$ cat src/rtl/door_lock_pkg.sv
// door_lock_pkg: shared state encoding, widths and helpers for the door-lock sequencer
package door_lock_pkg;
  localparam int BYTE_W = 8;
  localparam int FAIL_W = 4;
  typedef enum logic [2:0] {
    S_IDLE     = 3'd0,
    S_COLLECT  = 3'd1,
    S_CHECK    = 3'd2,
    S_UNLOCKED = 3'd3,
    S_PROGRAM  = 3'd4,
    S_LOCKOUT  = 3'd5
  } state_t;
  function automatic logic [FAIL_W-1:0] sat_inc(input logic [FAIL_W-1:0] v);
    return (&v) ? v : v + 1'b1;
  endfunction
endpackage

$ cat src/rtl/lock_timer.sv
// lock_timer: loadable down-counter that flags expiry when it reaches zero
module lock_timer #(
  parameter int W = 8
) (
  input  logic         i_clk,
  input  logic         i_rst_n,
  input  logic         load,
  input  logic [W-1:0] load_val,
  input  logic         en,
  output logic         expired
);
  logic [W-1:0] cnt;
  always_ff @(posedge i_clk or negedge i_rst_n) begin
    if (!i_rst_n) cnt <= '0;
    else if (load) cnt <= load_val;
    else if (en && cnt != '0) cnt <= cnt - 1'b1;
  end
  assign expired = cnt == '0;
endmodule

$ cat src/rtl/door_lock_ctrl.sv
// door_lock_ctrl: keypad code-entry sequencer with unlock hold, failure lockout and reprogramming
module door_lock_ctrl
  import door_lock_pkg::*;
#(
  parameter int CODE_LEN    = 4,
  parameter logic [8*CODE_LEN-1:0] DEFAULT_CODE = (8*CODE_LEN)'(32'h34333231),
  parameter int MAX_FAILS   = 3,
  parameter int TIMEOUT_CYC = 1000,
  parameter int UNLOCK_CYC  = 5000,
  parameter int LOCKOUT_CYC = 50000
) (
  input  logic        i_clk,
  input  logic        i_rst_n,
  input  logic        i_rx_done,
  input  logic [7:0]  i_rx_data,
  output logic        o_rx_start,
  input  logic        i_prog,
  output logic        o_unlock,
  output logic        o_alarm,
  output logic [3:0]  o_fail_cnt,
  output logic [2:0]  o_state
);
  localparam int CW = BYTE_W * CODE_LEN;
  localparam int IW = CODE_LEN > 1 ? $clog2(CODE_LEN) : 1;
  localparam int TW = $clog2(TIMEOUT_CYC + 1);
  localparam int HW = $clog2((UNLOCK_CYC > LOCKOUT_CYC ? UNLOCK_CYC : LOCKOUT_CYC) + 1);
  state_t state, nxt;
  logic [IW-1:0] idx;
  logic mism;
  logic [CW-1:0] code, shadow, shadow_nxt;
  logic accept, last, neq, ib_exp, ib_load, ib_en, hold_exp, hold_en;
  logic [HW-1:0] hold_val;
  logic [FAIL_W-1:0] fail_inc;
  assign accept   = i_rx_done && (state == S_IDLE || state == S_COLLECT || state == S_PROGRAM);
  assign last     = idx == IW'(CODE_LEN - 1);
  assign neq      = code[idx*BYTE_W +: BYTE_W] != i_rx_data;
  assign fail_inc = sat_inc(o_fail_cnt);
  assign ib_load  = accept || (state == S_UNLOCKED && i_prog);
  assign ib_en    = state == S_COLLECT || state == S_PROGRAM;
  assign hold_en  = state == S_UNLOCKED || state == S_LOCKOUT;
  assign hold_val = mism ? HW'(LOCKOUT_CYC - 1) : HW'(UNLOCK_CYC - 1);
  assign o_state  = state;
  always_comb begin
    shadow_nxt = shadow;
    shadow_nxt[idx*BYTE_W +: BYTE_W] = i_rx_data;
    nxt = state;
    case (state)
      S_IDLE:     nxt = accept ? (last ? S_CHECK : S_COLLECT) : S_IDLE;
      S_COLLECT:  nxt = accept ? (last ? S_CHECK : S_COLLECT) : ib_exp ? S_IDLE : S_COLLECT;
      S_CHECK:    nxt = !mism ? S_UNLOCKED : fail_inc == FAIL_W'(MAX_FAILS) ? S_LOCKOUT : S_IDLE;
      S_UNLOCKED: nxt = i_prog ? S_PROGRAM : hold_exp ? S_IDLE : S_UNLOCKED;
      S_PROGRAM:  nxt = accept ? (last ? S_IDLE : S_PROGRAM) : ib_exp ? S_IDLE : S_PROGRAM;
      S_LOCKOUT:  nxt = hold_exp ? S_IDLE : S_LOCKOUT;
      default:    nxt = S_IDLE;
    endcase
  end
  // a byte arriving in the expiry cycle reloads the timer, so it always beats the abort
  lock_timer #(.W(TW)) u_byte_timer (
    .i_clk(i_clk), .i_rst_n(i_rst_n), .load(ib_load), .load_val(TW'(TIMEOUT_CYC - 1)),
    .en(ib_en), .expired(ib_exp)
  );
  lock_timer #(.W(HW)) u_hold_timer (
    .i_clk(i_clk), .i_rst_n(i_rst_n), .load(state == S_CHECK), .load_val(hold_val),
    .en(hold_en), .expired(hold_exp)
  );
  always_ff @(posedge i_clk or negedge i_rst_n) begin
    if (!i_rst_n) begin
      state      <= S_IDLE;
      idx        <= '0;
      mism       <= 1'b0;
      code       <= DEFAULT_CODE;
      shadow     <= '0;
      o_rx_start <= 1'b0;
      o_unlock   <= 1'b0;
      o_alarm    <= 1'b0;
      o_fail_cnt <= '0;
    end else begin
      state      <= nxt;
      o_rx_start <= nxt == S_IDLE || nxt == S_COLLECT || nxt == S_PROGRAM;
      o_unlock   <= nxt == S_UNLOCKED;
      o_alarm    <= nxt == S_LOCKOUT;
      if (accept) begin
        idx    <= last ? '0 : idx + 1'b1;
        mism   <= (state == S_COLLECT && mism) || neq;
        shadow <= shadow_nxt;
      end else if (nxt == S_IDLE) idx <= '0;
      if (state == S_PROGRAM && accept && last) code <= shadow_nxt;
      if (state == S_CHECK) o_fail_cnt <= mism ? fail_inc : '0;
      if (state == S_LOCKOUT && hold_exp) o_fail_cnt <= '0;
    end
  end
endmodule

$ cat config.mk
export PLATFORM = sky130hd
export DESIGN_NAME = door_lock_ctrl
export DESIGN_NICKNAME = d
export VERILOG_FILES = /design/src/rtl/door_lock_pkg.sv /design/src/rtl/lock_timer.sv /design/src/rtl/door_lock_ctrl.sv
export SDC_FILE = /design/constraint.sdc
export NUM_CORES = 1
export LEC_CHECK = 0
export ABC_CLOCK_PERIOD_IN_PS = 6580
export CAP_MARGIN = 20
export CORE_MARGIN = 1.5
export CORE_UTILIZATION = 47
export CTS_CLUSTER_SIZE = 28
export DETAILED_ROUTE_END_ITERATION = 6
export SLEW_MARGIN = 20
export SYNTH_ARGS = -nofsm -noshare
export SYNTH_HDL_FRONTEND = slang
export SYNTH_SLANG_ARGS = --single-unit
$ cat constraint.sdc
create_clock -name i_clk -period 6.58 [get_ports i_clk]
set_input_delay 0.987 -clock i_clk [delete_from_list [all_inputs] [get_ports i_clk]]
set_output_delay 0.987 -clock i_clk [all_outputs]
set_load 0.01 [all_outputs]
==> metrics.csv, run 1 <==
stage,metric,value,unit
clock_network,cts_tree,done,
clock_network,clock-sinks,103,
sta,setup_viol,0,
clock_network,cts-root-buf,clkbuf_8,
worst_hold_path,min_path_type,in -> async,
cells_and_area,final_area,5690,sq um
sta,timing.hold.ws,0.485,ns
cells_and_area,synthToLayoutAreaGrowth,9.51,%
synth,synthCells,509,
sta,min_period,3.11,ns
die,rows,38,
setup_path,endpoint_kind,flip-flop,
synth,ys_seq_elements,103,
die,ios,22,
synth,dominantRegCellSynth,dfrtp_1,
synth,ys_seq_area_share,49.9,%
run_status,outcome,finished clean,
power,power.leakage,0.00228,uW
sta,rsz0062_at_grt,no,
clock_network,clk_pin_slew,0.10,ns
synth,async_flop_share,100,%
die,fp.dieArea,11700,sq um
sta,slew_headroom,34.1,%
setup_path,cp.required,6.90,ns
setup_path,crit_arrival,3.43,ns
sta,period_share,47.3,%
sta,max_freq,0.321,GHz
drt,routedWlPerCell,17.4,microns
setup_path,ff2ff_path_depth,5,
global_route,antenna_found_initial,0,
setup_path,startpoint_type,flip-flop,
clock_network,postCtsSetupRepairBufs,0,
drt,via_per_inst,5.66,
synth,syn_avg_cell_area,10.2,sq um
power,p_per_area,349,nW/um^2
power,ir_worst_vdd,0.000196,V
cells_and_area,layout_common_cells,"dfrtp_1 (90), nand2_1 (62), a21oi_1 (44)",
setup_path,ff2ff_setup_slack,3.47,ns
drt,drt_iter0_drc,264,
sta,skew,0.0146,ns
global_route,grt_pass1_wl,19.4,mm
global_route,grt_overflow,0,
sta,setup_tns,0,ns
cells_and_area,diodes,0,
synth,synth_edf_count,0,
setup_path,cp-startpoint,idx[0]$_DFFE_PN0P_,
synth,ys_types,49,
drt,route.detailed.drc,0,
die,die_h,108,microns
clock_network,cts-resized-gates,0,
global_route,grt_pass1_vias,3697,
place,placed_area,5490,sq um
sta,drv_slew,0,
clock_network,holdBufCountCts,0,
drt,ant_nets,0,
place,port_buffers,21,
sta,worst_pin_slew,0.988,ns
setup_path,r2r-start,idx[0]$_DFFE_PN0P_,
die,initial_core_util,48.2,%
clock_network,clk_path_buf_depth,2,
synth,syn_area,5200,sq um
cells_and_area,finish.net_count,539,
clock_network,cts_htree_levels,3,
setup_path,crit_fanout,15,
drt,dr.pass1.iters,4,
power,power,1990,uW
cells_and_area,fin_util,52.7,%
run,max_cap_violations,0,
global_route,grt_max_degree,80,
drt,routed_wl,11.5,mm
synth,syn-num-nets,532,
global_route,track_usage,21.7,%
cells_and_area,n_fill_cell,964,
die,fp.dieW,108,microns
synth,synth-warning-count,0,
drt,num_vias,3741,
place,routabilityCongestion,0.795,
die,core_area,10800,sq um
cells_and_area,drive_above_1_share,10.9,%
setup_path,crit_type,reg -> reg,
setup_path,reg2reg_to,shadow[26]$_DFFE_PN0P_,
clock_network,clk_latency,0.39,ns
clock_network,numCtsBuffers,9,
place,dpl.hpwl,7.95,mm
sta,finalHoldViolCount,0,
cells_and_area,final_common_cell,dfrtp_1,
per-stage QoR:
stage,setup slack (ns),cells
floorplan,4.30,509
global placement,3.28,645
detailed placement,3.24,645
CTS,3.48,661
global route,3.26,661
finish,3.47,661
state kept, by name (all words and copies together) (netlist names):
signal            flops
shadow               32
u_hold_timer.cnt     16
u_byte_timer.cnt     10
o_alarm               1
o_fail_cnt            4
o_state               3
o_unlock              1
idx                   2
o_rx_start            1
code                 32
mism                  1
final cells by class:
class	count	area (sq um)	share of cell area (%)
Clock inverter	4	26.3	0.462
Tap cell	140	175	3.08
Sequential cell	103	2590	45.6
Timing Repair Buffer	24	230	4.04
Clock buffer	12	165	2.90
Multi-Input combinational cell	370	2470	43.4
Inverter	8	30.0	0.528
where the power goes:
group | internal [uW] | switching [uW]
logic | 305 | 382
registers | 768 | 143
clock network | 169 | 219
routing by layer:
layer	vias to the layer above	GRT usage (%)	routed length, microns
li1	1822	-	-
met1	1847	29.9	5420
met2	63	34.8	5490
met3	9	5.24	460
met4	0	5.36	94
met5	-	0	0
how the worst max path moves through the flow:
stage,depth (start not counted),endpoint
2_1_floorplan,8,shadow[10]$_DFFE_PN0P_
3_3_place_gp,5,code[7]$_DFFE_PN0P_
3_5_place_dp,6,code[18]$_DFFE_PN0P_
4_1_cts,5,shadow[26]$_DFFE_PN0P_
5_1_grt,5,shadow[26]$_DFFE_PN0P_
6_report,5,shadow[26]$_DFFE_PN0P_
synthesized netlist by cell type, types with 2 or more instances:
library cell	instances	area share [%]
dfrtp_1	90	43
nand2_1	62	4.5
a21oi_1	44	4.2
o21ai_0	42	4.0
nor2b_1	36	4.3
a22o_1	32	5.4
xnor2_1	21	3.5
nor2_1	19	1.4
clkbuf_1	15	1.1
dfstp_2	13	6.6
nand3_1	13	1.3
ha_1	11	2.6
nor3_1	9	0.87
and2_1	8	0.96
buf_2	8	0.77
mux4_2	8	3.5
inv_1	7	0.51
xor2_1	7	1.2
buf_1	5	0.36
nand4_1	5	0.60
nor4_2	4	0.96
o211ai_1	4	0.58
or3_1	4	0.48
nand2b_1	3	0.36
nor3_2	3	0.58
nor3b_1	3	0.43
nor4_1	3	0.36
o21ai_1	3	0.29
o31ai_1	3	0.43
or4_1	3	0.43
a32oi_1	2	0.34
and3_1	2	0.24
worst max-delay path, stage by stage (launching register included):
cell     delay, ns
dfrtp_1       0.83
inv_1         0.28
ha_1          0.44
nor4b_2       0.88
and2_1        0.41
a22o_1        0.21
cell families (layout without fill, tap and decap cells):
kind of cell	after synthesis	after routing	share of synthesized area [%]
adders and majority gates	11	11	2.65
AOI/OAI and AO/OA	137	137	16.8
and+or+nand+nor	186	186	19.7
DFF	103	103	49.9
xor gates and xnor gates	28	28	4.72
muxes	8	8	3.47
buffers and inverters	36	48	2.79
(Power assumes the default switching activity.)
==> inputs of run 2 (changes only) <==
--- a/config.mk
+++ b/config.mk
@@ -5,7 +5,7 @@
 export SDC_FILE = /design/constraint.sdc
 export NUM_CORES = 1
 export LEC_CHECK = 0
-export ABC_CLOCK_PERIOD_IN_PS = 6580
+export ABC_CLOCK_PERIOD_IN_PS = 3200
 export CAP_MARGIN = 20
 export CORE_MARGIN = 1.5
 export CORE_UTILIZATION = 47
==> constraint.sdc (replaced) <==
create_clock -name i_clk -period 3.2 [get_ports i_clk]
set_input_delay 0.48 -clock i_clk [delete_from_list [all_inputs] [get_ports i_clk]]
set_output_delay 0.48 -clock i_clk [all_outputs]
set_load 0.01 [all_outputs]
==> run 2 against run 1 <==
Register-to-register slack lost 2.6 ns. Utilization is 0.26 points higher. Cell count up 1.2%. Critical path depth rose by 3. Critical path type unchanged. Critical endpoint is now u_hold_timer.cnt[14]$_DFFE_PN0P_.
==> metrics.csv, run 2 (synthesis results as in run 1) <==
stage,metric,value,unit,change
die,initial_core_util,48.2,%,unchanged
die,rows,38,,unchanged
sta,max_freq,0.422,GHz,+31%
drt,ant_nets,0,,unchanged
clock_network,cts-resized-gates,0,,unchanged
global_route,grt_pass1_wl,19.5,mm,+0.86%
drt,routedWlPerCell,17.2,microns,-0.99%
place,port_buffers,21,,unchanged
global_route,antenna_found_initial,0,,unchanged
place,dpl.hpwl,8.11,mm,+2.0%
sta,drv_slew,0,,unchanged
drt,via_per_inst,5.67,,+0.18%
worst_hold_path,min_path_type,in -> async,,
clock_network,postCtsSetupRepairBufs,0,,unchanged
clock_network,clock-sinks,103,,unchanged
global_route,grt_overflow,0,,unchanged
cells_and_area,final_common_cell,dfrtp_1,,
sta,setup_tns,0,ns,unchanged
drt,route.detailed.drc,0,,unchanged
run_status,outcome,finished clean,,
sta,skew,0.0156,ns,+0.00100 ns
sta,timing.hold.ws,0.142,ns,-0.343 ns
clock_network,clk_latency,0.39,ns,about the same
drt,num_vias,3793,,+1.4%
die,die_h,108,microns,unchanged
sta,period_share,74.0,%,+27 points
cells_and_area,final_area,5720,sq um,+0.48%
cells_and_area,diodes,0,,unchanged
setup_path,crit_fanout,9,,-6
setup_path,cp.required,3.45,ns,-3.45 ns
cells_and_area,drive_above_1_share,11.9,%,+0.97 points
setup_path,crit_chain,inv_1 > ha_1 > nor4b_1 > a41oi_4 > nand4_2 > nor3_2 > xnor2_1 > a21oi_1,,
drt,routed_wl,11.5,mm,+0.21%
drt,drt_iter0_drc,210,,-20%
cells_and_area,synthToLayoutAreaGrowth,10.0,%,
cells_and_area,layout_common_cells,"dfrtp_1 (90), nand2_1 (62), a21oi_1 (44)",,
setup_path,slowest_delay,0.55,ns,-0.33 ns
die,ios,22,,unchanged
clock_network,holdBufCountCts,0,,unchanged
global_route,grt_max_degree,65,,-19%
sta,setup_viol,0,,unchanged
sta,min_period,2.37,ns,-0.745 ns
setup_path,ff2ff_setup_slack,0.83,ns,-2.63 ns
cells_and_area,reg_top3,"code: 32 flops, shadow: 32 flops, u_hold_timer.cnt: 16 flops",,
die,core_area,10800,sq um,unchanged
clock_network,cts_tree,done,,
die,fp.dieW,108,microns,unchanged
clock_network,cts-root-buf,clkbuf_8,,
power,p_per_area,706,nW/um^2,+100%
drt,dr.pass1.iters,4,,unchanged
run,max_cap_violations,0,,unchanged
power,power.leakage,0.00230,uW,+1.1%
global_route,grt_pass1_vias,3794,,+2.6%
sta,finalHoldViolCount,0,,unchanged
place,routabilityCongestion,0.797,,+0.31%
sta,slew_headroom,48.2,%,+14 points
place,pre_cts_ws,0.864,ns,-2.37 ns
sta,worst_pin_slew,0.771,ns,-0.218 ns
clock_network,clk_pin_slew,0.11,ns,about the same
setup_path,startpoint_type,flip-flop,,
sta,worst_slack,0.832,ns,-2.63 ns
clock_network,numCtsBuffers,9,,unchanged
setup_path,slowest_stage,nor4b_1,,
global_route,track_usage,21.7,%,-0.091 points
clock_network,cts_htree_levels,3,,unchanged
cells_and_area,n_fill_cell,978,,+1.5%
place,placed_area,5550,sq um,+1.1%
setup_path,crit_type,reg -> reg,,
power,ir_worst_vdd,0.000387,V,+97%
sta,rsz0062_at_grt,no,,
clock_network,clk_path_buf_depth,2,,unchanged
setup_path,endpoint_kind,flip-flop,,
die,fp.dieArea,11700,sq um,unchanged
setup_path,crit_arrival,2.62,ns,-0.81 ns
cells_and_area,finish.net_count,547,,+1.5%
-- run 2: cell types whose count changed in the layout (fill, tap and decap cells not counted), sizes merged --
cell | before | now
clkbuf | 12 | 11
clkinv | 2 | 3
buf | 4 | 12
-- run 2: critical path, delay by kind of cell (launching register included) --
family	cells	cell delay [ns]
AO/OA/AOI/OAI	2	0.43
XOR/XNOR	1	0.16
buffers and inverters	1	0.11
adder cells (fa/ha/maj)	1	0.17
flip-flops	1	0.41
AND/OR/NAND/NOR	3	0.95
-- run 2: worst paths after layout --
kind,depth (start not counted),end,start
worst max register to register,8,u_hold_timer.cnt[14]$_DFFE_PN0P_,u_hold_timer.cnt[0]$_DFFE_PN0P_
worst max-delay path,8,u_hold_timer.cnt[14]$_DFFE_PN0P_,u_hold_timer.cnt[0]$_DFFE_PN0P_
min in group i_clk,2,code[20]$_DFFE_PN1P_,code[20]$_DFFE_PN1P_
worst min-delay path,1,shadow[1]$_DFFE_PN0P_,i_rst_n
max in group asynchronous,2,code[13]$_DFFE_PN1P_,i_rst_n
worst min register to register,2,code[20]$_DFFE_PN1P_,code[20]$_DFFE_PN1P_
-- run 2: layer usage --
metal	global-route usage, %	vias to the layer above	share of wire, %
met5	0	-	0
met4	7.24	0	1.3
met3	4.04	12	4.1
met2	36.1	65	49
met1	28.5	1865	46
li1	-	1851	-
-- run 2: power by group --
| part | internal [uW] | total, uW | switching [uW] |
|---|---|---|---|
| Clock | 285 | 734 | 449 |
| Sequential | 1580 | 1830 | 251 |
| Combinational | 650 | 1480 | 825 |
-- run 2: metrics by stage --
step           std cells  utilization [%]  total power (uW)
4_1_cts              669             53.0              4080
6_report             669             53.0              4040
2_1_floorplan        509                -              2880
3_5_place_dp         653             51.4              3330
3_3_place_gp         653             51.4              3290
5_1_grt              669             53.0              4350
-- run 2: area by class of cell --
cell class                 instances  area, sq um  area share [%]
clock buffer                      11          131            2.30
tap                              140          175            3.06
clock inverter                     5         35.0           0.613
multi-input combinational        370         2460            43.1
inverter                           8         30.0           0.525
sequential                       103         2590            45.4
timing repair buffer              32          290            5.08
==> inputs of run 3 (changes only) <==
--- a/config.mk
+++ b/config.mk
@@ -5,12 +5,13 @@
 export SDC_FILE = /design/constraint.sdc
 export NUM_CORES = 1
 export LEC_CHECK = 0
-export ABC_CLOCK_PERIOD_IN_PS = 3200
+export ABC_CLOCK_PERIOD_IN_PS = 2100
 export CAP_MARGIN = 20
 export CORE_MARGIN = 1.5
 export CORE_UTILIZATION = 47
 export CTS_CLUSTER_SIZE = 28
 export DETAILED_ROUTE_END_ITERATION = 6
+export PLACE_DENSITY = 0.67
 export SLEW_MARGIN = 20
 export SYNTH_ARGS = -nofsm -noshare
 export SYNTH_HDL_FRONTEND = slang
==> constraint.sdc (replaced) <==
create_clock -name i_clk -period 2.1 [get_ports i_clk]
set_input_delay 0.315 -clock i_clk [delete_from_list [all_inputs] [get_ports i_clk]]
set_output_delay 0.315 -clock i_clk [all_outputs]
set_load 0.01 [all_outputs]
==> run 3 against run 2 <==
Register-to-register slack got worse by 0.78 ns. First-iteration DRC count rose by 42%. Die area stayed put. Clock power rose by 63%. Combinational power increased by 91%. Sequential power is 51% higher. Global-route usage rose by 1.1 points. Critical path type unchanged.
==> metrics.csv, run 3 (synthesis results as in run 1) <==
stage,metric,value,unit,change
run_status,outcome,finished clean,,
cells_and_area,diodes,0,,unchanged
power,p_int,4200,uW,+67%
sta,setup_viol,0,,unchanged
power,p_seq_share,40.6,%,-4.7 points
drt,ant_nets,0,,unchanged
setup_path,crit_type,reg -> reg,,
power,p_sw_share,38.2,%,+0.42 points
power,ir_worst_vdd,0.000515,V,+33%
drt,route.detailed.drc,0,,unchanged
power,pwr-share-comb,41.7,%,+5.2 points
sta,slew_headroom,65.6,%,+17 points
setup_path,ff2ff_setup_slack,0.05,ns,-0.78 ns
cells_and_area,n_fill_cell,916,,-6.3%
cells_and_area,fin_util,57.1,%,+4.1 points
place,placed_area,5830,sq um,+5.0%
setup_path,endpoint_kind,flip-flop,,
clock_network,cts-root-buf,clkbuf_8,,
global_route,grt_max_degree,65,,unchanged
sta,drv_slew,0,,unchanged
power,p_switching,2590,uW,+70%
setup_path,reg2reg_to,u_hold_timer.cnt[11]$_DFFE_PN0P_,,
sta,max_freq,0.488,GHz,+16%
global_route,track_usage,22.7,%,+1.1 points
clock_network,clk_pin_slew,0.09,ns,-0.02 ns
die,initial_core_util,48.2,%,unchanged
setup_path,ff2ff_path_depth,9,,+1
clock_network,cts_tree,done,,
sta,worst_pin_slew,0.515,ns,-0.256 ns
worst_hold_path,min_path_type,in -> async,,
drt,via_per_inst,5.71,,+0.72%
global_route,antenna_found_initial,0,,unchanged
sta,skew,0.0104,ns,-0.00517 ns
sta,period_share,97.6,%,+24 points
die,die_h,108,microns,unchanged
power,power,6800,uW,+68%
die,rows,38,,unchanged
run,max_cap_violations,0,,unchanged
setup_path,startpoint_type,flip-flop,,
cells_and_area,layout_common_cells,"dfrtp_1 (90), nand2_1 (62), a21oi_1 (43)",,
drt,routed_wl,12.6,mm,+9.6%
cells_and_area,finish.net_count,583,,+6.6%
drt,routedWlPerCell,17.9,microns,+4.0%
cells_and_area,drive_above_1_share,20.2,%,+8.3 points
power,power.leakage,0.00253,uW,+9.8%
sta,min_period,2.05,ns,-0.320 ns
cells_and_area,final_area,6160,sq um,+7.8%
place,pre_cts_ws,0.0239,ns,-0.840 ns
clock_network,numCtsBuffers,9,,unchanged
clock_network,cts_htree_levels,3,,unchanged
sta,worst_slack,0.0512,ns,-0.780 ns
global_route,grt_pass1_wl,20.0,mm,+2.2%
die,fp.dieArea,11700,sq um,unchanged
place,dpl.hpwl,8.43,mm,+4.0%
setup_path,crit_arrival,2.36,ns,-0.26 ns
die,ios,22,,unchanged
setup_path,r2r-start,u_hold_timer.cnt[1]$_DFFE_PN0P_,,
clock_network,clock-sinks,103,,unchanged
sta,setup_tns,0,ns,unchanged
drt,drt_iter0_drc,298,,+42%
drt,dr.pass1.iters,4,,unchanged
clock_network,clk_path_buf_depth,2,,unchanged
global_route,grt_pass1_vias,3924,,+3.4%
setup_path,crit_fanout,5,,-4
cells_and_area,reg_top3,"code: 32 flops, shadow: 32 flops, u_hold_timer.cnt: 16 flops",,
place,routabilityCongestion,0.858,,+7.7%
power,p_per_area,1100,nW/um^2,+56%
clock_network,clk_latency,0.39,ns,about the same
die,fp.dieW,108,microns,unchanged
global_route,grt_overflow,0,,unchanged
power,pwr-share-clk,17.7,%,-0.5 points
sta,finalHoldViolCount,0,,unchanged
die,core_area,10800,sq um,unchanged
cells_and_area,synthToLayoutAreaGrowth,18.6,%,
drt,num_vias,4026,,+6.1%
setup_path,cp.required,2.41,ns,-1.04 ns
place,port_buffers,21,,unchanged
cells_and_area,final_common_cell,dfrtp_1,,
[run 3: cell count changes in the layout (fill, tap and decap cells not counted), moves of 2 or more]
cell,change
buf_4,+29
buf_12,+3
nor3_1,-3
nor3_2,+3
nor4_4,+3
buf_6,+2
clkbuf_1,-2
clkbuf_8,+2
inv_1,-2
inv_2,+2
nor4_2,-2
[run 3: power groups by stage]
stage               clock network, uW  logic, uW  registers (uW)
global route                     1330       3100            2800
CTS                              1250       2660            2720
global placement                    0       2590            2740
floorplan                           0       1710            2700
finish                           1200       2830            2760
detailed placement                  0       2650            2750
[run 3: how the worst max path moves through the flow]
stage | start | endpoint | slack (ns)
3_3_place_gp | o_fail_cnt[1]$_DFFE_PN0P_ | idx[0]$_DFFE_PN0P_ | 0.10
4_1_cts | u_hold_timer.cnt[1]$_DFFE_PN0P_ | u_hold_timer.cnt[6]$_DFFE_PN0P_ | 0.006
6_report | u_hold_timer.cnt[1]$_DFFE_PN0P_ | u_hold_timer.cnt[11]$_DFFE_PN0P_ | 0.05
5_1_grt | u_hold_timer.cnt[1]$_DFFE_PN0P_ | u_hold_timer.cnt[11]$_DFFE_PN0P_ | -0.03
2_1_floorplan | idx[1]$_DFFE_PN0P_ | shadow[16]$_DFFE_PN0P_ | 0.04
3_5_place_dp | u_hold_timer.cnt[1]$_DFFE_PN0P_ | u_hold_timer.cnt[6]$_DFFE_PN0P_ | 0.02
[run 3: final cells by class]
cell class | instances | area, sq um | share of cell area, %
Sequential cell | 103 | 2590 | 42.1
Tap cell | 140 | 175 | 2.84
Inverter | 8 | 30.0 | 0.487
Clock inverter | 5 | 38.8 | 0.629
Clock buffer | 11 | 151 | 2.46
Timing Repair Buffer | 67 | 601 | 9.74
Multi-Input combinational cell | 371 | 2570 | 41.8
[run 3: stage by stage]
step | instances | hold WS (ns)
6_report | 705 | 0.383
4_1_cts | 700 | 0.371
3_5_place_dp | 683 | 0.257
2_1_floorplan | 509 | 0.0194
5_1_grt | 705 | 0.398
3_3_place_gp | 683 | 0.254
[run 3: timing repair]
action | CTS | global route
hold endpoints to repair | 25 | 0
hold buffers | 1 | 0
setup buffers | 0 | 4
resized for setup | 0 | 21
setup endpoints to repair | 0 | 35
[run 3: critical path, cell delays in order, from the launching register on]
cell     delay (ns)
dfrtp_1        0.41
inv_2          0.06
ha_2           0.17
nor4b_2        0.15
buf_4          0.15
a41oi_4        0.17
buf_6          0.15
nand4_4        0.17
or3_4          0.44
a21oi_2        0.12
[run 3: metal layers]
layer / global-route usage (%) / wire length (microns) / up-vias
li1: - / - / 1915
met1: 30.7 / 5760 / 2003
met2: 35.8 / 6130 / 87
met3: 5.24 / 471 / 21
met4: 8.65 / 244 / 0
met5: 0 / 0 / -
